<file path="src/rtl/call_scheduler_if.sv">
// Button/lamp/control bundle between the call scheduler and its neighbours.
//   master : drives buttons, floor, arrived, served; observes dir, stop_here, lamps
//   slave  : the scheduler itself
interface call_scheduler_if #(parameter int FLOORS = 4);
    logic [FLOORS-2:0] out_up;     // hall up buttons, bit i = floor i
    logic [FLOORS-2:0] out_down;   // hall down buttons, bit i-1 = floor i
    logic [FLOORS-1:0] in_num;     // cabin buttons
    logic [FLOORS-1:0] floor;      // one-hot current floor
    logic              arrived;    // car level with a floor while moving
    logic              served;     // door opened, calls at this floor served
    logic [1:0]        dir;        // 00 idle, 01 up, 10 down
    logic              stop_here;  // controller must stop and open the door
    logic [FLOORS-2:0] up_lamp;
    logic [FLOORS-2:0] down_lamp;
    logic [FLOORS-1:0] in_lamp;

    modport master (
        output out_up, out_down, in_num, floor, arrived, served,
        input  dir, stop_here, up_lamp, down_lamp, in_lamp
    );

    modport slave (
        input  out_up, out_down, in_num, floor, arrived, served,
        output dir, stop_here, up_lamp, down_lamp, in_lamp
    );
endinterface

</file>
<file path="src/rtl/call_scheduler.sv">
// SCAN (collective) elevator call scheduler.
// Latches hall up/down and cabin calls, drives the lamps from the latched
// calls, chooses travel direction and flags floors where the car must stop.
// Ports:
//   clk  - system clock, posedge
//   rst  - synchronous active-high reset
//   bus  - call_scheduler_if.slave (buttons, floor, arrived/served in;
//          dir, stop_here, lamps out)
module call_scheduler #(
    parameter int FLOORS = 4
) (
    input  logic                   clk,
    input  logic                   rst,
    call_scheduler_if.slave        bus
);
    typedef enum logic [2:0] {
        ST_IDLE  = 3'd0,
        ST_UP    = 3'd1,
        ST_DOWN  = 3'd2,
        ST_SERVE = 3'd3,
        ST_EVAL  = 3'd4
    } state_t;

    typedef enum logic [1:0] {
        SVC_NONE = 2'b00,
        SVC_UP   = 2'b01,
        SVC_DOWN = 2'b10
    } svc_t;

    localparam logic [FLOORS-1:0] ONE_V  = {{(FLOORS-1){1'b0}}, 1'b1};
    localparam logic [FLOORS-1:0] ZERO_V = {FLOORS{1'b0}};

    // True when exactly one bit of v is set.
    function automatic logic is_onehot(input logic [FLOORS-1:0] v);
        return (v != ZERO_V) && ((v & (v - ONE_V)) == ZERO_V);
    endfunction

    logic [FLOORS-2:0] up_req_r;
    logic [FLOORS-2:0] down_req_r;
    logic [FLOORS-1:0] in_req_r;
    state_t            state_r, state_nxt_s;
    svc_t              svc_dir_r, svc_dir_nxt_s;
    logic [1:0]        dir_r, dir_nxt_s;
    logic              stop_here_r;

    logic [FLOORS-1:0] up_full_s, down_full_s, all_req_s;
    logic [FLOORS-1:0] below_mask_s, above_mask_s;
    logic [FLOORS-1:0] clr_in_s, clr_up_s, clr_down_s;
    logic              floor_ok_s, any_above_s, any_below_s;
    logic              up_here_s, down_here_s, in_here_s, here_any_s;
    logic              serve_clr_s;
    svc_t              svc_pick_s;

    // Floor-relative request summary; up/down vectors widened to one bit per floor
    // (the missing top-up and bottom-down bits read as zero).
    always_comb begin
        up_full_s    = {1'b0, up_req_r};
        down_full_s  = {down_req_r, 1'b0};
        all_req_s    = in_req_r | up_full_s | down_full_s;
        floor_ok_s   = is_onehot(bus.floor);
        below_mask_s = bus.floor - ONE_V;
        above_mask_s = ~(bus.floor | below_mask_s);
        any_above_s  = |(all_req_s & above_mask_s);
        any_below_s  = |(all_req_s & below_mask_s);
        up_here_s    = |(up_full_s & bus.floor);
        down_here_s  = |(down_full_s & bus.floor);
        in_here_s    = |(in_req_r & bus.floor);
        here_any_s   = up_here_s | down_here_s | in_here_s;
        if (up_here_s) begin
            svc_pick_s = SVC_UP;
        end else if (down_here_s) begin
            svc_pick_s = SVC_DOWN;
        end else begin
            svc_pick_s = SVC_NONE;
        end
    end

    // Per-floor clear masks, only on a served pulse while serving a valid floor.
    always_comb begin
        serve_clr_s = bus.served && (state_r == ST_SERVE) && floor_ok_s;
        clr_in_s    = serve_clr_s ? bus.floor : ZERO_V;
        clr_up_s    = (serve_clr_s && (svc_dir_r == SVC_UP))   ? bus.floor : ZERO_V;
        clr_down_s  = (serve_clr_s && (svc_dir_r == SVC_DOWN)) ? bus.floor : ZERO_V;
    end

    // Request registers: set by buttons, clear has priority in the served cycle.
    always_ff @(posedge clk) begin
        if (rst) begin
            up_req_r   <= {(FLOORS-1){1'b0}};
            down_req_r <= {(FLOORS-1){1'b0}};
            in_req_r   <= ZERO_V;
        end else begin
            up_req_r   <= (up_req_r   | bus.out_up)   & ~clr_up_s[FLOORS-2:0];
            down_req_r <= (down_req_r | bus.out_down) & ~clr_down_s[FLOORS-1:1];
            in_req_r   <= (in_req_r   | bus.in_num)   & ~clr_in_s;
        end
    end

    // SCAN next-state and service-direction selection; frozen while floor is invalid.
    always_comb begin
        state_nxt_s   = state_r;
        svc_dir_nxt_s = svc_dir_r;
        if (!floor_ok_s) begin
            state_nxt_s   = state_r;
            svc_dir_nxt_s = svc_dir_r;
        end else begin
            case (state_r)
                ST_IDLE: begin
                    if (here_any_s) begin
                        state_nxt_s   = ST_SERVE;
                        svc_dir_nxt_s = svc_pick_s;
                    end else if (any_above_s) begin
                        state_nxt_s = ST_UP;
                    end else if (any_below_s) begin
                        state_nxt_s = ST_DOWN;
                    end else begin
                        state_nxt_s = ST_IDLE;
                    end
                end
                ST_UP: begin
                    if (!bus.arrived) begin
                        state_nxt_s = ST_UP;
                    end else if (in_here_s || up_here_s || (!any_above_s && down_here_s)) begin
                        state_nxt_s   = ST_SERVE;
                        svc_dir_nxt_s = (up_here_s || any_above_s) ? SVC_UP : SVC_DOWN;
                    end else if (!any_above_s) begin
                        state_nxt_s = ST_EVAL;
                    end else begin
                        state_nxt_s = ST_UP;
                    end
                end
                ST_DOWN: begin
                    if (!bus.arrived) begin
                        state_nxt_s = ST_DOWN;
                    end else if (in_here_s || down_here_s || (!any_below_s && up_here_s)) begin
                        state_nxt_s   = ST_SERVE;
                        svc_dir_nxt_s = (down_here_s || any_below_s) ? SVC_DOWN : SVC_UP;
                    end else if (!any_below_s) begin
                        state_nxt_s = ST_EVAL;
                    end else begin
                        state_nxt_s = ST_DOWN;
                    end
                end
                ST_SERVE: begin
                    if (bus.served) begin
                        state_nxt_s = ST_EVAL;
                    end else begin
                        state_nxt_s = ST_SERVE;
                    end
                end
                ST_EVAL: begin
                    // Keep sweeping in the served direction before reconsidering.
                    if ((svc_dir_r == SVC_UP) && any_above_s) begin
                        state_nxt_s = ST_UP;
                    end else if ((svc_dir_r == SVC_DOWN) && any_below_s) begin
                        state_nxt_s = ST_DOWN;
                    end else if (here_any_s) begin
                        state_nxt_s   = ST_SERVE;
                        svc_dir_nxt_s = svc_pick_s;
                    end else if (any_above_s) begin
                        state_nxt_s = ST_UP;
                    end else if (any_below_s) begin
                        state_nxt_s = ST_DOWN;
                    end else begin
                        state_nxt_s = ST_IDLE;
                    end
                end
                default: begin
                    state_nxt_s   = ST_IDLE;
                    svc_dir_nxt_s = SVC_NONE;
                end
            endcase
        end
    end

    // Direction code of the current state; registered below so outputs trail state by one edge.
    always_comb begin
        case (state_r)
            ST_UP:   dir_nxt_s = 2'b01;
            ST_DOWN: dir_nxt_s = 2'b10;
            default: dir_nxt_s = 2'b00;
        endcase
    end

    // State, service direction and registered outputs.
    always_ff @(posedge clk) begin
        if (rst) begin
            state_r     <= ST_IDLE;
            svc_dir_r   <= SVC_NONE;
            dir_r       <= 2'b00;
            stop_here_r <= 1'b0;
        end else begin
            state_r     <= state_nxt_s;
            svc_dir_r   <= svc_dir_nxt_s;
            dir_r       <= dir_nxt_s;
            stop_here_r <= (state_r == ST_SERVE);
        end
    end

    assign bus.dir       = dir_r;
    assign bus.stop_here = stop_here_r;
    assign bus.up_lamp   = up_req_r;
    assign bus.down_lamp = down_req_r;
    assign bus.in_lamp   = in_req_r;
endmodule

</file>
<file path="src/flat_wrapper.sv">
// flat-port wrapper written by rule: the top's interface ports become plain ports
module call_scheduler_flat 
#(
    parameter int FLOORS = 4
)
  (clk, rst, bus_out_up, bus_out_down, bus_in_num, bus_floor, bus_arrived, bus_served, bus_dir, bus_stop_here, bus_up_lamp, bus_down_lamp, bus_in_lamp);
  call_scheduler_if #(.FLOORS(FLOORS)) bus_i ();
  input  logic clk;
  input  logic rst;
  input wire logic [$bits(bus_i.out_up)-1:0] bus_out_up;
  input wire logic [$bits(bus_i.out_down)-1:0] bus_out_down;
  input wire logic [$bits(bus_i.in_num)-1:0] bus_in_num;
  input wire logic [$bits(bus_i.floor)-1:0] bus_floor;
  input wire logic [$bits(bus_i.arrived)-1:0] bus_arrived;
  input wire logic [$bits(bus_i.served)-1:0] bus_served;
  output wire logic [$bits(bus_i.dir)-1:0] bus_dir;
  output wire logic [$bits(bus_i.stop_here)-1:0] bus_stop_here;
  output wire logic [$bits(bus_i.up_lamp)-1:0] bus_up_lamp;
  output wire logic [$bits(bus_i.down_lamp)-1:0] bus_down_lamp;
  output wire logic [$bits(bus_i.in_lamp)-1:0] bus_in_lamp;
  assign bus_i.out_up = bus_out_up;
  assign bus_i.out_down = bus_out_down;
  assign bus_i.in_num = bus_in_num;
  assign bus_i.floor = bus_floor;
  assign bus_i.arrived = bus_arrived;
  assign bus_i.served = bus_served;
  assign bus_dir = bus_i.dir;
  assign bus_stop_here = bus_i.stop_here;
  assign bus_up_lamp = bus_i.up_lamp;
  assign bus_down_lamp = bus_i.down_lamp;
  assign bus_in_lamp = bus_i.in_lamp;
  call_scheduler #(.FLOORS(FLOORS)) u_core (.clk(clk), .rst(rst), .bus(bus_i));
endmodule
</file>
<file path="config.mk">
export PLATFORM = sky130hd
export DESIGN_NAME = call_scheduler_flat
export DESIGN_NICKNAME = d
export VERILOG_FILES = /design/src/rtl/call_scheduler_if.sv /design/src/rtl/call_scheduler.sv /design/src/flat_wrapper.sv
export SDC_FILE = /design/constraint.sdc
export NUM_CORES = 1
export LEC_CHECK = 0
export CAP_MARGIN = 20
export CORE_ASPECT_RATIO = 1.75
export CORE_MARGIN = 2
export CORE_UTILIZATION = 51
export CTS_CLUSTER_DIAMETER = 80
export CTS_CLUSTER_SIZE = 25
export DETAILED_ROUTE_END_ITERATION = 10
export GPL_TIMING_DRIVEN = 0
export PLACE_DENSITY = 0.8
export SYNTH_ARGS = -nofsm -noshare
export SYNTH_HDL_FRONTEND = slang
export SYNTH_SLANG_ARGS = --single-unit
</file>
<file path="constraint.sdc">
create_clock -name clk -period 4.17 [get_ports clk]
set_clock_uncertainty 0.15 [all_clocks]
set_input_delay 0.6255 -clock clk [delete_from_list [all_inputs] [get_ports clk]]
set_output_delay 0.6255 -clock clk [all_outputs]
set_load 0.02 [all_outputs]
</file>
; ---- Word level (Yosys, flattened, before mapping)
; Cells that the tools add are included.
[totals]
ff_bits = 18
input_bits = 18
out_inout_bits = 13
elab_cells = 97
[classes]
add_sub_neg = 1
eq_ne = 12
n_mux = 29
bitwise_logic = 22
n_reduce_logical = 26
[ops]
columns = cell, n
row1 = $mux 3, 12
row2 = $and 4x4->4, 6
row3 = $mux 2, 12
row4 = $reduce_or 4->1, 5
row5 = $pmux 3 s5, 1
row6 = $or 4x4->4, 3
row7 = $pmux 2 s5, 1
row8 = $logic_and 1x1->1, 9
row9 = $mux 4, 2
row10 = $ne 2x2->1 const B, 4
row11 = $not 4->4, 2
row12 = $reduce_and 8->1, 1
row13 = $and 3x3->3, 2
row14 = $eq 3x2->1 const B, 2
row15 = $logic_or 1x1->1, 6
row16 = $not 3->3, 2
row17 = $or 3x3->3, 2
row18 = $and 3x4->4, 1
row19 = $logic_not 4->1, 1
row20 = $ne 2x1->1 const B, 2
row21 = $or 4x3->4, 1
row22 = $pmux 2 s2, 1
row23 = $reduce_bool 4->1, 1
row24 = $sub 4x1->4 const B, 1
row25 = other kinds (8), 10

; ---- Longest topological paths before layout
; Gate-level depths: netlist of the first run.
[depth]
ltp_word = 11
depth_mapped = 10
depth_no_buf = 10

; ---- Least setup slack after synthesis of the first run
; No wires, ideal clock.
[synth_path]
kind = in2reg
start = input bus_floor[2]
end = register u_core.state_r[1]
setup_ps = 120
arrival_time_ps = 2453
required_ps = 3900
setup_slack_ps = 1447
stages = 10
n_path_buf = 2
path_cell_list = buf_6 > inv_1 > nand3_1 > ha_1 > or4_1 > clkbuf_1 > a21o_1 > a32oi_1 > o311ai_0 > o31a_1
[synth_between]
elab_chain_cells = 11
elab_cells_between_ends = 40
cone_classes = add/sub (1) / mux (11) / bitwise (10) / reduce/logical (18)
[synth_rtl]
columns = element, line
row1 = start: declaration, flat_wrapper.sv:13  ; input wire logic [$bits(bus_i.floor)-1:0] bus_floor;
row2 = $sub 4x1->4, "call_scheduler.sv:35, call_scheduler.sv:61"
row3 = $or 4x4->4, call_scheduler.sv:62  ; above_mask_s = ~(bus.floor | below_mask_s);
row4 = $not 4->4, call_scheduler.sv:62
row5 = $and 4x4->4, call_scheduler.sv:63  ; any_above_s = |(all_req_s & above_mask_s);
row6 = $reduce_or 4->1, call_scheduler.sv:63
row7 = $logic_not 1->1, call_scheduler.sv:123  ; end else if (in_here_s || up_here_s || (!any_above_s && down_here_s)) begin
row8 = $logic_and 1x1->1, call_scheduler.sv:123
row9 = $logic_or 1x1->1, call_scheduler.sv:123
row10 = $mux 3, call_scheduler.sv:123
row11 = $mux 3, call_scheduler.sv:121  ; if (!bus.arrived) begin
row12 = $pmux 3 s5, call_scheduler.sv:107  ; case (state_r)
row13 = end signal: assignment, call_scheduler.sv:193  ; state_r <= state_nxt_s;
row14 = end: declaration, call_scheduler.sv:41  ; state_t state_r, state_nxt_s;
; Parallel ways exist; a longest one is shown, timed or not.
; A chain may end at the register's enable or synchronous reset.

; ---- Final worst setup path of the first run
[layout_path]
start = input bus_floor[1]
end = register u_core.up_req_r[2], in the netlist u_core.bus.up_lamp[2]
[layout_between]
elab_chain_cells = 9
elab_cells_between_ends = 10
cone_classes = add/sub (1) / mux (1) / bitwise (3) / reduce/logical (5)
[layout_rtl]
columns = element, line
row1 = $sub 4x1->4, call_scheduler.sv:35  ; return (v != ZERO_V) && ((v & (v - ONE_V)) == ZERO_V);
row2 = $and 4x4->4, call_scheduler.sv:35
row3 = $logic_not 4->1, call_scheduler.sv:35
row4 = $logic_and 1x1->1 *, call_scheduler.sv:35
row5 = $logic_and 1x1->1 *, call_scheduler.sv:80  ; serve_clr_s = bus.served && (state_r == ST_SERVE) && floor_ok_s;
row6 = $logic_and 1x1->1 *, call_scheduler.sv:82  ; clr_up_s = (serve_clr_s && (svc_dir_r == SVC_UP)) ? bus.floor : ZERO_V;
row7 = $mux 3 *, call_scheduler.sv:82
row8 = $not 3->3 *, call_scheduler.sv:93  ; up_req_r <= (up_req_r | bus.out_up) & ~clr_up_s[FLOORS-2:0];
row9 = $and 3x3->3 *, call_scheduler.sv:93
row10 = end signal: assignment, call_scheduler.sv:89  ; up_req_r <= {(FLOORS-1){1'b0}};
row11 = end signal: assignment, call_scheduler.sv:93
row12 = end: declaration, call_scheduler.sv:38  ; logic [FLOORS-2:0] up_req_r;
; Every way passes the cells marked *; elsewhere a longest branch is shown, timed or not.

==> reports/summary.txt, run 1 <==
SETUP PATH
---------------------------------------------------------------------------------
CP startpoint kind .................................................    input pin
Sequence of cells on the critical path ............................. clkdlybuf4s50_1 -> inv_1 -> ha_1 -> inv_1 -> ha_1 -> or4_1 -> clkbuf_1 -> nor3_2 -> a311oi_1
Data arrival, critical path ........................................      3390 ps
Worst setup path class ............................................. input pin to register
Critical path's largest stage delay ................................       660 ps
Largest delay contributor family on the critical path .............. simple AND/OR/NAND/NOR gates
Count of buffer and inverter cells on the critical path ............            4
Critical path fanouts, max .........................................           10
Required time worst endpoint .......................................      4120 ps
Critical path's slowest cell ....................................... sky130_fd_sc_hd__nor3_2
Reg-to-Reg Start ................................................... u_core.bus.down_lamp[0]
Critical Path Start ................................................ bus_floor[1]
Setup crit end kind ................................................     register

OUTCOME
---------------------------------------------------------------------------------
Result of the run ..................................................    completed

CLOCKING
---------------------------------------------------------------------------------
Register clock-pin slew on the reported worst setup and hold paths .        70 ps
Total of hold buffers inserted after clock tree synthesis ..........            0
CTS Root Cell ...................................................... sky130_fd_sc_hd__clkbuf_8
Post-CTS setup buffers .............................................            0
Number of CTS-inserted buffers .....................................            3
Worst-case clock buffer depth ......................................            2
TritonCTS clock tree ...............................................         done
Post-cts gate resize count .........................................            0
H-tree lvl count ...................................................            1
Worst-skew pair later-pin latency ..................................       260 ps
# clock sinks ......................................................           18

GLOBAL ROUTE
---------------------------------------------------------------------------------
Most Crowded Layer GR ..............................................         met2
Initial antenna violation count ....................................            0
GR Layer Usage met3 ................................................        4.28%
Via count of the first global-routing pass .........................         1281
Grt met2 use .......................................................        52.0%
Pin count of the biggest net entering global routing ...............           11
First-pass GRT wire length .........................................      5.43 mm
Global-route usage over all layers .................................        28.7%
Met1 capacity usage during global routing ..........................        28.3%
Grt ovf ............................................................            0

FLOORPLANNING
---------------------------------------------------------------------------------
Die Ht .............................................................      67.6 µm
Chip Width .........................................................      40.4 µm
Initial Util .......................................................        52.6%
Die Outline Area ...................................................     2730 µm²
Number of ports placed on the die boundary .........................           31
Placement row count ................................................           23
Placeable Area .....................................................     2240 µm²

STA
---------------------------------------------------------------------------------
Number of endpoints with negative hold slack in the final report ...            0
Final Slew Violations ..............................................            0
Final-report setup violation count .................................            0
Sum of negative setup slack ........................................         0 ps
Minimum clock period ...............................................      3430 ps
Max Clk Rate .......................................................      291 MHz
Fraction of the cycle the final worst path needs ...................        82.4%
RSZ-0062 raised after global routing ...............................           no
Final setup margin .................................................       735 ps
Worst rel slew slack ...............................................        42.1%
Least-Margin Pin Slew ..............................................       868 ps

DETAILED ROUTING
---------------------------------------------------------------------------------
Number of DRC violations after detailed-routing iteration 0 ........           48
Wire length reported by the detailed router ........................      3.41 mm
Antenna Nets Post-Route ............................................            0
Drt first pass iters ...............................................            4
Total vias in the final route ......................................         1302
Routed wire per std cell ...........................................      16.7 µm
DRC violations left ................................................            0
Average via count per standard cell ................................         6.38

LOGIC SYNTHESIS
---------------------------------------------------------------------------------
Syn. warnings ......................................................            0
FFs w/ async S/R, synth ............................................           0%
Synthesized area per cell ..........................................     8.03 µm²
Post-synthesis cell count ..........................................          147
Count of flip-flops with a built-in enable after synthesis .........            0
Post-Synthesis Net Count ...........................................          173
Number of library cell types mapped by synthesis ...................           42
Area of the mapped netlist .........................................     1180 µm²
Sequential fraction of the synthesis area ..........................        30.5%
Flop and latch count out of synthesis ..............................           18
Most frequently used flop master after synthesis ................... sky130_fd_sc_hd__dfxtp_1

PLACE
---------------------------------------------------------------------------------
Final weighted congestion in routability-driven placement ..........        0.865
Post-Place Cells ...................................................          201
HPWL reported at the end of detailed placement .....................      2.68 mm
Port Buffers .......................................................           29
Placed Instance Area ...............................................     1500 µm²
Minimum setup slack after placement ................................       468 ps

CELLS AND AREA
---------------------------------------------------------------------------------
Inserted Diodes ....................................................            0
Finished Core Util .................................................        68.7%
Post-layout instance area ..........................................     1540 µm²
Area delta synth->final ............................................        30.8%
Fraction of final layout cells with drive strength greater than 1 ..        4.47%
Final non-filler cell total ........................................          204
Layout net count ...................................................          207

POWER
---------------------------------------------------------------------------------
Worst voltage drop across the vdd grid .............................     0.226 mV
Cell Pwr Density ...................................................   304 nW/µm²
Leakage power ......................................................     0.584 nW

MIN PATH
---------------------------------------------------------------------------------
Hold/Removal Path Class ............................................ register to register
HP Start ........................................................... u_core.svc_dir_r[1]

JOB
---------------------------------------------------------------------------------
Max capacitance violation total ....................................            0

[placed cells by master, fill, tap and decap left out, types with 2 or more instances in the layout]
master	count
sky130_fd_sc_hd__nor3b_1	3
sky130_fd_sc_hd__o31ai_1	3
sky130_fd_sc_hd__maj3_1	2
sky130_fd_sc_hd__nor2_1	22
sky130_fd_sc_hd__clkdlybuf4s50_1	29
sky130_fd_sc_hd__clkbuf_8	3
sky130_fd_sc_hd__o211ai_1	2
sky130_fd_sc_hd__a222oi_1	2
sky130_fd_sc_hd__a211oi_1	8
sky130_fd_sc_hd__nor3_1	2
sky130_fd_sc_hd__a21oi_1	6
sky130_fd_sc_hd__and3_1	4
sky130_fd_sc_hd__dfxtp_1	18
sky130_fd_sc_hd__nor2b_1	2
sky130_fd_sc_hd__a22oi_1	3
sky130_fd_sc_hd__clkbuf_1	5
sky130_fd_sc_hd__ha_1	8
sky130_fd_sc_hd__a311oi_1	6
sky130_fd_sc_hd__nand3_1	6
sky130_fd_sc_hd__inv_1	9
sky130_fd_sc_hd__o21ai_0	10
sky130_fd_sc_hd__nand2_1	4
[worst register-to-register path: stages, from the launching register on]
cell and delay, ps:
sky130_fd_sc_hd__dfxtp_1 360, sky130_fd_sc_hd__a222oi_1 610, sky130_fd_sc_hd__and3_1 330, sky130_fd_sc_hd__nand3_1 140, sky130_fd_sc_hd__o21ai_0 230, sky130_fd_sc_hd__o311ai_0 190, sky130_fd_sc_hd__o31a_1 300
[per-layer routing]
layer	up-vias	share of wire [%]
met2	45	56
met4	0	3.0
met5	-	0
li1	623	-
met1	624	37
met3	10	3.0
[cell type report]
| class | instances | area [µm²] |
|---|---|---|
| Fill cell | 202 | 702 |
| Tap cell | 25 | 31.3 |
| Inverter | 9 | 33.8 |
| Multi-Input combinational cell | 113 | 752 |
| Timing Repair Buffer | 29 | 290 |
| Sequential cell | 18 | 360 |
| Buffer | 7 | 33.8 |
| Clock buffer | 3 | 41.3 |
[worst paths after layout]
check | end | slack (ps) | cells after the start
worst max register to register | u_core.state_r[1] | 1760 | 6
worst min-delay path | u_core.svc_dir_r[1] | 380 | 2
worst max-delay path | u_core.bus.up_lamp[2] | 740 | 9
worst min register to register | u_core.svc_dir_r[1] | 380 | 2
[where the power goes]
| group | total [W] | internal, W | switching (W) |
|---|---|---|---|
| Combinational | 0.000150 | 0.0000653 | 0.0000848 |
| Sequential | 0.000197 | 0.000184 | 0.0000126 |
| Clock | 0.000123 | 0.0000643 | 0.0000584 |
| Total | 0.000470 | 0.000314 | 0.000156 |
[cells in the mapped netlist (all sizes together), types with 2 or more instances]
cell type | count | area share (%)
a22oi | 3 | 1.9
and3 | 4 | 2.1
nor3b | 3 | 1.9
o2111ai | 2 | 2.0
maj3 | 2 | 1.7
buf | 2 | 1.3
a311oi | 6 | 4.5
nor2 | 22 | 7.0
clkbuf | 5 | 1.6
nand2 | 4 | 1.3
o211ai | 2 | 1.3
o31ai | 3 | 1.9
a211oi | 8 | 5.1
o21ai | 10 | 4.2
nor3 | 3 | 1.7
dfxtp | 18 | 31
ha | 8 | 8.5
a21oi | 6 | 2.5
nor2b | 2 | 1.1
inv | 9 | 2.9
nand3 | 6 | 2.5
a222oi | 2 | 1.7
[through the flow]
stage               power (W)  hold WS [ps]
CTS                  0.000469           383
detailed placement   0.000348           369
global placement     0.000346           350
floorplan            0.000288           331
global route         0.000494           396
finish               0.000470           379
[sequential cells by signal (all words and copies together), names as in the netlist]
| name | flops |
|---|---|
| u_core.svc_dir_r | 2 |
| u_core.bus.up_lamp | 3 |
| u_core.bus.stop_here | 1 |
| u_core.state_r | 3 |
| u_core.bus.dir | 2 |
| u_core.bus.in_lamp | 4 |
| u_core.bus.down_lamp | 3 |
[cell families after synthesis]
kind of cell,after synthesis,share of synthesized area [%]
AO/OA/AOI/OAI,51,31.1
adder cells (fa/ha/maj),10,10.2
buffers and inverters,16,5.73
flip-flops,18,30.5
multiplexers,1,0.848
AND/OR/NAND/NOR,51,21.6
Note: power is estimated with default switching activity, not from simulation.
==> run 2: changes to the inputs <==
--- a/config.mk
+++ b/config.mk
@@ -8,12 +8,12 @@
 export CAP_MARGIN = 20
 export CORE_ASPECT_RATIO = 1.75
 export CORE_MARGIN = 2
-export CORE_UTILIZATION = 51
+export CORE_UTILIZATION = 48
 export CTS_CLUSTER_DIAMETER = 80
 export CTS_CLUSTER_SIZE = 25
 export DETAILED_ROUTE_END_ITERATION = 10
 export GPL_TIMING_DRIVEN = 0
-export PLACE_DENSITY = 0.8
+export PLACE_DENSITY = 0.76
 export SYNTH_ARGS = -nofsm -noshare
 export SYNTH_HDL_FRONTEND = slang
 export SYNTH_SLANG_ARGS = --single-unit
==> constraint.sdc (replaced) <==
create_clock -name clk -period 3.5 [get_ports clk]
set_clock_uncertainty 0.15 [all_clocks]
set_input_delay 0.525 -clock clk [delete_from_list [all_inputs] [get_ports clk]]
set_output_delay 0.525 -clock clk [all_outputs]
set_load 0.02 [all_outputs]
==> reports/summary.txt, run 2 (synthesis results as in run 1) <==
STA
---------------------------------------------------------------------------------
Minimum clock period ...............................................      3300 ps
Worst rel slew slack ...............................................        35.7%   -6.4 points
Final setup margin .................................................       200 ps   -535 ps
Fraction of the cycle the final worst path needs ...................        94.3%
Least-Margin Pin Slew ..............................................       964 ps   +96.0 ps
Final Slew Violations ..............................................            0   unchanged
Number of endpoints with negative hold slack in the final report ...            0   unchanged
Tightest hold margin ...............................................       367 ps   -11.5 ps
Max Clk Rate .......................................................      303 MHz
Sum of negative setup slack ........................................         0 ps   unchanged
RSZ-0062 raised after global routing ...............................           no
Final-report setup violation count .................................            0   unchanged

CLOCKING
---------------------------------------------------------------------------------
H-tree lvl count ...................................................            1   unchanged
CTS Root Cell ...................................................... sky130_fd_sc_hd__clkbuf_8
Worst-skew pair later-pin latency ..................................       260 ps   about the same
Worst-case clock buffer depth ......................................            2   unchanged
TritonCTS clock tree ...............................................         done
Register clock-pin slew on the reported worst setup and hold paths .        70 ps   about the same
Number of CTS-inserted buffers .....................................            3   unchanged
Total of hold buffers inserted after clock tree synthesis ..........            0   unchanged
# clock sinks ......................................................           18   unchanged

OUTCOME
---------------------------------------------------------------------------------
Result of the run ..................................................    completed

CELLS AND AREA
---------------------------------------------------------------------------------
Layout net count ...................................................          207   unchanged
Final non-filler cell total ........................................          205   +0.49%
Area delta synth->final ............................................        32.4%
Fraction of final layout cells with drive strength greater than 1 ..        5.00%   +0.53 points
Inserted Diodes ....................................................            0   unchanged
Flip-flop count of the largest register after layout ...............            4   unchanged
Most common cell after layout, fill and taps aside ................. sky130_fd_sc_hd__clkdlybuf4s50_1
Finished Core Util .................................................        67.9%   -0.85 points
Commonest cells after routing, fill and taps aside ................. sky130_fd_sc_hd__clkdlybuf4s50_1 (29), sky130_fd_sc_hd__nor2_1 (22), sky130_fd_sc_hd__dfxtp_1 (18)

GLOBAL ROUTE
---------------------------------------------------------------------------------
Grt ovf ............................................................            0   unchanged
First-pass GRT wire length .........................................      5.87 mm   +8.0%
Initial antenna violation count ....................................            0   unchanged
Via count of the first global-routing pass .........................         1354   +5.7%
Global-route usage over all layers .................................        25.3%   -3.4 points
Pin count of the biggest net entering global routing ...............           11   unchanged

PLACE
---------------------------------------------------------------------------------
Minimum setup slack after placement ................................     -26.9 ps   -495 ps
HPWL reported at the end of detailed placement .....................      2.54 mm   -5.4%
Final weighted congestion in routability-driven placement ..........        0.971   +12%
Post-Place Cells ...................................................          201   unchanged
Port Buffers .......................................................           29   unchanged

SETUP PATH
---------------------------------------------------------------------------------
Worst setup path class ............................................. input pin to register
Reg2Reg Depth ......................................................            6   unchanged
Critical path fanouts, max .........................................            9   -1
Required time worst endpoint .......................................      3500 ps   -620 ps
Setup crit end kind ................................................     register
Data arrival, critical path ........................................      3300 ps   -90 ps
R2R setup slack ....................................................      1040 ps   -720 ps
Reg-to-Reg Start ................................................... u_core.bus.down_lamp[0]
Critical path's slowest cell ....................................... sky130_fd_sc_hd__clkdlybuf4s50_1
Reg2Reg Capture Point .............................................. u_core.state_r[1]
Sequence of cells on the critical path ............................. clkdlybuf4s50_1 -> inv_1 -> ha_1 -> inv_1 -> ha_1 -> or4_1 -> buf_1 -> a21o_1 -> a32oi_1 -> o311ai_0 -> o31a_1
Critical path's largest stage delay ................................       570 ps   -90 ps
CP startpoint kind .................................................    input pin

POWER
---------------------------------------------------------------------------------
Worst voltage drop across the vdd grid .............................     0.226 mV   +0.24%
Cell Pwr Density ...................................................   375 nW/µm²   +23%
Leakage power ......................................................     0.602 nW   +3.0%

MIN PATH
---------------------------------------------------------------------------------
Hold/Removal Path Class ............................................ register to register
HP Start ........................................................... u_core.svc_dir_r[1]
Endpoint of the worst hold path .................................... u_core.svc_dir_r[1]
Number of stages on the worst hold path ............................            2   unchanged

FLOORPLANNING
---------------------------------------------------------------------------------
Placeable Area .....................................................     2300 µm²   +2.6%
Placement row count ................................................           23   unchanged
Initial Util .......................................................        51.3%   -1.3 points
Number of ports placed on the die boundary .........................           31   unchanged
Die Outline Area ...................................................     2890 µm²   +5.7%
Die Ht .............................................................      69.6 µm   +2.9%
Chip Width .........................................................      41.5 µm   +2.8%

DETAILED ROUTING
---------------------------------------------------------------------------------
Routed wire per std cell ...........................................      16.1 µm   -3.6%
Average via count per standard cell ................................         6.50   +1.9%
Drt first pass iters ...............................................            4   unchanged
DRC violations left ................................................            0   unchanged
Antenna Nets Post-Route ............................................            0   unchanged
Wire length reported by the detailed router ........................      3.30 mm   -3.2%
Total vias in the final route ......................................         1333   +2.4%
Number of DRC violations after detailed-routing iteration 0 ........           64   +33%

JOB
---------------------------------------------------------------------------------
Max capacitance violation total ....................................            0   unchanged

[run 2: cell types whose count changed in the layout (fill, tap and decap cells not counted)]
cell and delta:
sky130_fd_sc_hd__clkbuf_8 +1, sky130_fd_sc_hd__clkbuf_1 -1, sky130_fd_sc_hd__nor3_2 -1, sky130_fd_sc_hd__buf_1 +1
sky130_fd_sc_hd__nor3_4 +1
[run 2: metrics by stage]
stage / power (W) / cell area [µm²]
after floorplan: 0.000344 / 1180
after global placement: 0.000409 / 1500
after CTS: 0.000585 / 1560
after detailed placement: 0.000414 / 1500
after global routing: 0.000616 / 1560
final: 0.000586 / 1560
[run 2: worst max path at each step]
stage,slack [ps],startpoint,to,cells past startpoint
3_5_place_dp,-30,bus_floor[1],u_core.bus.down_lamp[2],9
3_3_place_gp,40,bus_floor[1],u_core.bus.down_lamp[2],9
6_report,200,bus_floor[1],u_core.state_r[1],11
4_1_cts,250,bus_floor[1],u_core.bus.down_lamp[2],9
2_1_floorplan,880,bus_floor[2],u_core.state_r[1],10
5_1_grt,30,bus_floor[1],u_core.state_r[1],11
[run 2: worst max-delay path, delay by kind of cell]
kind / cells / cell delay (ps)
AOI/OAI and AO/OA: 4 / 860
adders and majority gates: 2 / 340
buffers and inverters: 4 / 1080
and+or+nand+nor: 1 / 510
[run 2: timing repair]
item                                    CTS  global route
resized for setup                         0             2
setup buffers                             0             0
endpoints found under the setup margin    0            10
[run 2: report_power, final]
group	switching (W)	internal, W
Sequential	0.0000149	0.000219
Combinational	0.000102	0.0000778
Clock	0.0000720	0.000100
Total	0.000189	0.000397
[run 2: area by class of cell]
class / count / area [µm²]
Buffer: 7 / 33.8
Clock buffer: 4 / 55.1
Fill cell: 215 / 739
Inverter: 9 / 33.8
Multi-Input combinational cell: 113 / 758
Sequential cell: 18 / 360
Tap cell: 25 / 31.3
Timing Repair Buffer: 29 / 290
[run 2: per-layer routing]
metal	wire, µm	global-route usage (%)	vias to the layer above
met2	1740	44.4	50
met1	1270	27.0	643
li1	-	-	625
met4	125	16.1	0
met5	0	0	-
met3	159	3.91	15
==> run 3: changes to the inputs <==
--- a/config.mk
+++ b/config.mk
@@ -5,15 +5,16 @@
 export SDC_FILE = /design/constraint.sdc
 export NUM_CORES = 1
 export LEC_CHECK = 0
+export ABC_AREA = 0
 export CAP_MARGIN = 20
-export CORE_ASPECT_RATIO = 1.75
 export CORE_MARGIN = 2
-export CORE_UTILIZATION = 48
+export CORE_UTILIZATION = 55
 export CTS_CLUSTER_DIAMETER = 80
 export CTS_CLUSTER_SIZE = 25
 export DETAILED_ROUTE_END_ITERATION = 10
+export DONT_BUFFER_PORTS = 1
 export GPL_TIMING_DRIVEN = 0
-export PLACE_DENSITY = 0.76
+export PLACE_DENSITY = 0.67
 export SYNTH_ARGS = -nofsm -noshare
 export SYNTH_HDL_FRONTEND = slang
 export SYNTH_SLANG_ARGS = --single-unit
==> reports/summary.txt, run 3 (synthesis results as in run 1) <==
DETAILED ROUTING
---------------------------------------------------------------------------------
Wire length reported by the detailed router ........................      2.99 mm   -9.4%
DRC violations left ................................................            0   unchanged
Number of DRC violations after detailed-routing iteration 0 ........           47   -27%
Routed wire per std cell ...........................................      16.8 µm   +4.3%
Antenna Nets Post-Route ............................................            0   unchanged
Average via count per standard cell ................................         6.59   +1.3%
Total vias in the final route ......................................         1173   -12%
Drt first pass iters ...............................................            4   unchanged

GLOBAL ROUTE
---------------------------------------------------------------------------------
Pin count of the biggest net entering global routing ...............           11   unchanged
Global-route usage over all layers .................................        25.6%   +0.31 points
Initial antenna violation count ....................................            0   unchanged
Grt ovf ............................................................            0   unchanged
First-pass GRT wire length .........................................      5.02 mm   -14%
Via count of the first global-routing pass .........................         1065   -21%

CELLS AND AREA
---------------------------------------------------------------------------------
Area delta synth->final ............................................        5.94%
Flip-flop count of the largest register after layout ...............            4   unchanged
Fraction of final layout cells with drive strength greater than 1 ..        5.96%   +0.96 points
Most common cell after layout, fill and taps aside ................. sky130_fd_sc_hd__nor2_1
Commonest cells after routing, fill and taps aside ................. sky130_fd_sc_hd__nor2_1 (22), sky130_fd_sc_hd__dfxtp_1 (18), sky130_fd_sc_hd__o21ai_0 (10)
Inserted Diodes ....................................................            0   unchanged
Layout net count ...................................................          178   -14%

MIN PATH
---------------------------------------------------------------------------------
Hold/Removal Path Class ............................................ input pin to register

OUTCOME
---------------------------------------------------------------------------------
Result of the run ..................................................    completed

POWER
---------------------------------------------------------------------------------
Cell Pwr Density ...................................................   402 nW/µm²   +7.1%
Clk pwr share ......................................................        26.2%   -3.2 points
Leakage power ......................................................     0.474 nW   -21%
Sw Share ...........................................................        34.3%   +2.1 points
Portion of total power attributed to combinational logic ...........        24.5%   -6.1 points
Total internal power ...............................................   0.000330 W   -17%
Switch Pwr .........................................................   0.000172 W   -8.7%
Sequential share of power ..........................................        49.3%   +9.3 points
Total Power Consumption ............................................   0.000502 W   -14%
Worst voltage drop across the vdd grid .............................     0.279 mV   +23%

CLOCKING
---------------------------------------------------------------------------------
Post-CTS setup buffers .............................................            0   unchanged
# clock sinks ......................................................           18   unchanged
Worst-case clock buffer depth ......................................            2   unchanged
Total of hold buffers inserted after clock tree synthesis ..........            0   unchanged
Worst-skew pair later-pin latency ..................................       300 ps   +40 ps
CTS Root Cell ...................................................... sky130_fd_sc_hd__clkbuf_4
Register clock-pin slew on the reported worst setup and hold paths .       110 ps   +40 ps
H-tree lvl count ...................................................            1   unchanged
Post-cts gate resize count .........................................            0   unchanged
TritonCTS clock tree ...............................................         done
Number of CTS-inserted buffers .....................................            3   unchanged

STA
---------------------------------------------------------------------------------
Least-Margin Pin Slew ..............................................       940 ps   -23.9 ps
Sum of negative setup slack ........................................         0 ps   unchanged
Fraction of the cycle the final worst path needs ...................        73.9%   -20 points
Final setup margin .................................................       913 ps   +712 ps
Max Clk Rate .......................................................      387 MHz   +28%
Final Slew Violations ..............................................            0   unchanged
Worst rel slew slack ...............................................        37.3%   +1.6 points
Minimum clock period ...............................................      2590 ps   -712 ps
RSZ-0062 raised after global routing ...............................           no
Number of endpoints with negative hold slack in the final report ...            0   unchanged
Final-report setup violation count .................................            0   unchanged

SETUP PATH
---------------------------------------------------------------------------------
CP startpoint kind .................................................     register
Setup crit end kind ................................................     register
Required time worst endpoint .......................................      3540 ps   +40 ps
R2R setup slack ....................................................       910 ps   -130 ps
Data arrival, critical path ........................................      2620 ps   -680 ps
Worst setup path class ............................................. register to register
Critical path fanouts, max .........................................            8   -1

FLOORPLANNING
---------------------------------------------------------------------------------
Die Outline Area ...................................................     2530 µm²   -12%
Chip Width .........................................................      50.3 µm   +21%
Initial Util .......................................................        58.9%   +7.7 points
Placeable Area .....................................................     2000 µm²   -13%
Placement row count ................................................           16   -30%
Number of ports placed on the die boundary .........................           31   unchanged
Die Ht .............................................................      50.3 µm   -28%

PLACE
---------------------------------------------------------------------------------
HPWL reported at the end of detailed placement .....................      2.26 mm   -11%
Minimum setup slack after placement ................................       658 ps   +685 ps
Port Buffers .......................................................            0   -100%
Final weighted congestion in routability-driven placement ..........        0.876   -9.8%

JOB
---------------------------------------------------------------------------------
Max capacitance violation total ....................................            0   unchanged

[run 3: critical path: stages (launching register included)]
cell                       delay [ps]
sky130_fd_sc_hd__dfxtp_1          410
sky130_fd_sc_hd__a222oi_1         870
sky130_fd_sc_hd__nand3_1          240
sky130_fd_sc_hd__nor2_1           210
sky130_fd_sc_hd__maj3_1           200
sky130_fd_sc_hd__a211oi_1          70
sky130_fd_sc_hd__o31a_1           320
[run 3: layout make-up]
cell class	instances	area [µm²]
Multi-Input combinational cell	113	752
Fill cell	184	752
Sequential cell	18	360
Clock buffer	4	36.3
Buffer	7	33.8
Inverter	9	33.8
Tap cell	27	33.8
[run 3: worst paths after layout]
| kind | startpoint | to | cells after the start |
|---|---|---|---|
| max | u_core.bus.up_lamp[0] | u_core.state_r[1] | 6 |
| min | bus_floor[1] | u_core.bus.in_lamp[1] | 1 |
| max reg2reg | u_core.bus.up_lamp[0] | u_core.state_r[1] | 6 |
| min reg2reg | u_core.svc_dir_r[1] | u_core.svc_dir_r[1] | 2 |
[run 3: stage by stage]
step,utilization (%),cell area (µm²),cells,hold slack (ps)
after CTS,62.4,1250,178,152
final,62.4,1250,178,151
after floorplan,-,1180,147,331
after global routing,62.4,1250,178,152
after global placement,60.6,1210,174,351
after detailed placement,60.6,1210,174,361
[run 3: per-layer routing]
| layer | vias up | track usage [%] | share of wire, % |
|---|---|---|---|
| met5 | - | 0 | 0 |
| met4 | 0 | 6.76 | 1.0 |
| met3 | 5 | 3.57 | 7.1 |
| met2 | 52 | 41.2 | 47 |
| met1 | 546 | 36.0 | 44 |
| li1 | 570 | - | - |
[run 3: power groups by stage]
stage,Combinational [W],Clock [W],Sequential [W]
final,0.000123,0.000132,0.000248
after global routing,0.000139,0.000139,0.000250
after CTS,0.000121,0.000135,0.000248
after detailed placement,0.000121,0,0.000252
after global placement,0.000119,0,0.000251
after floorplan,0.0000963,0,0.000247
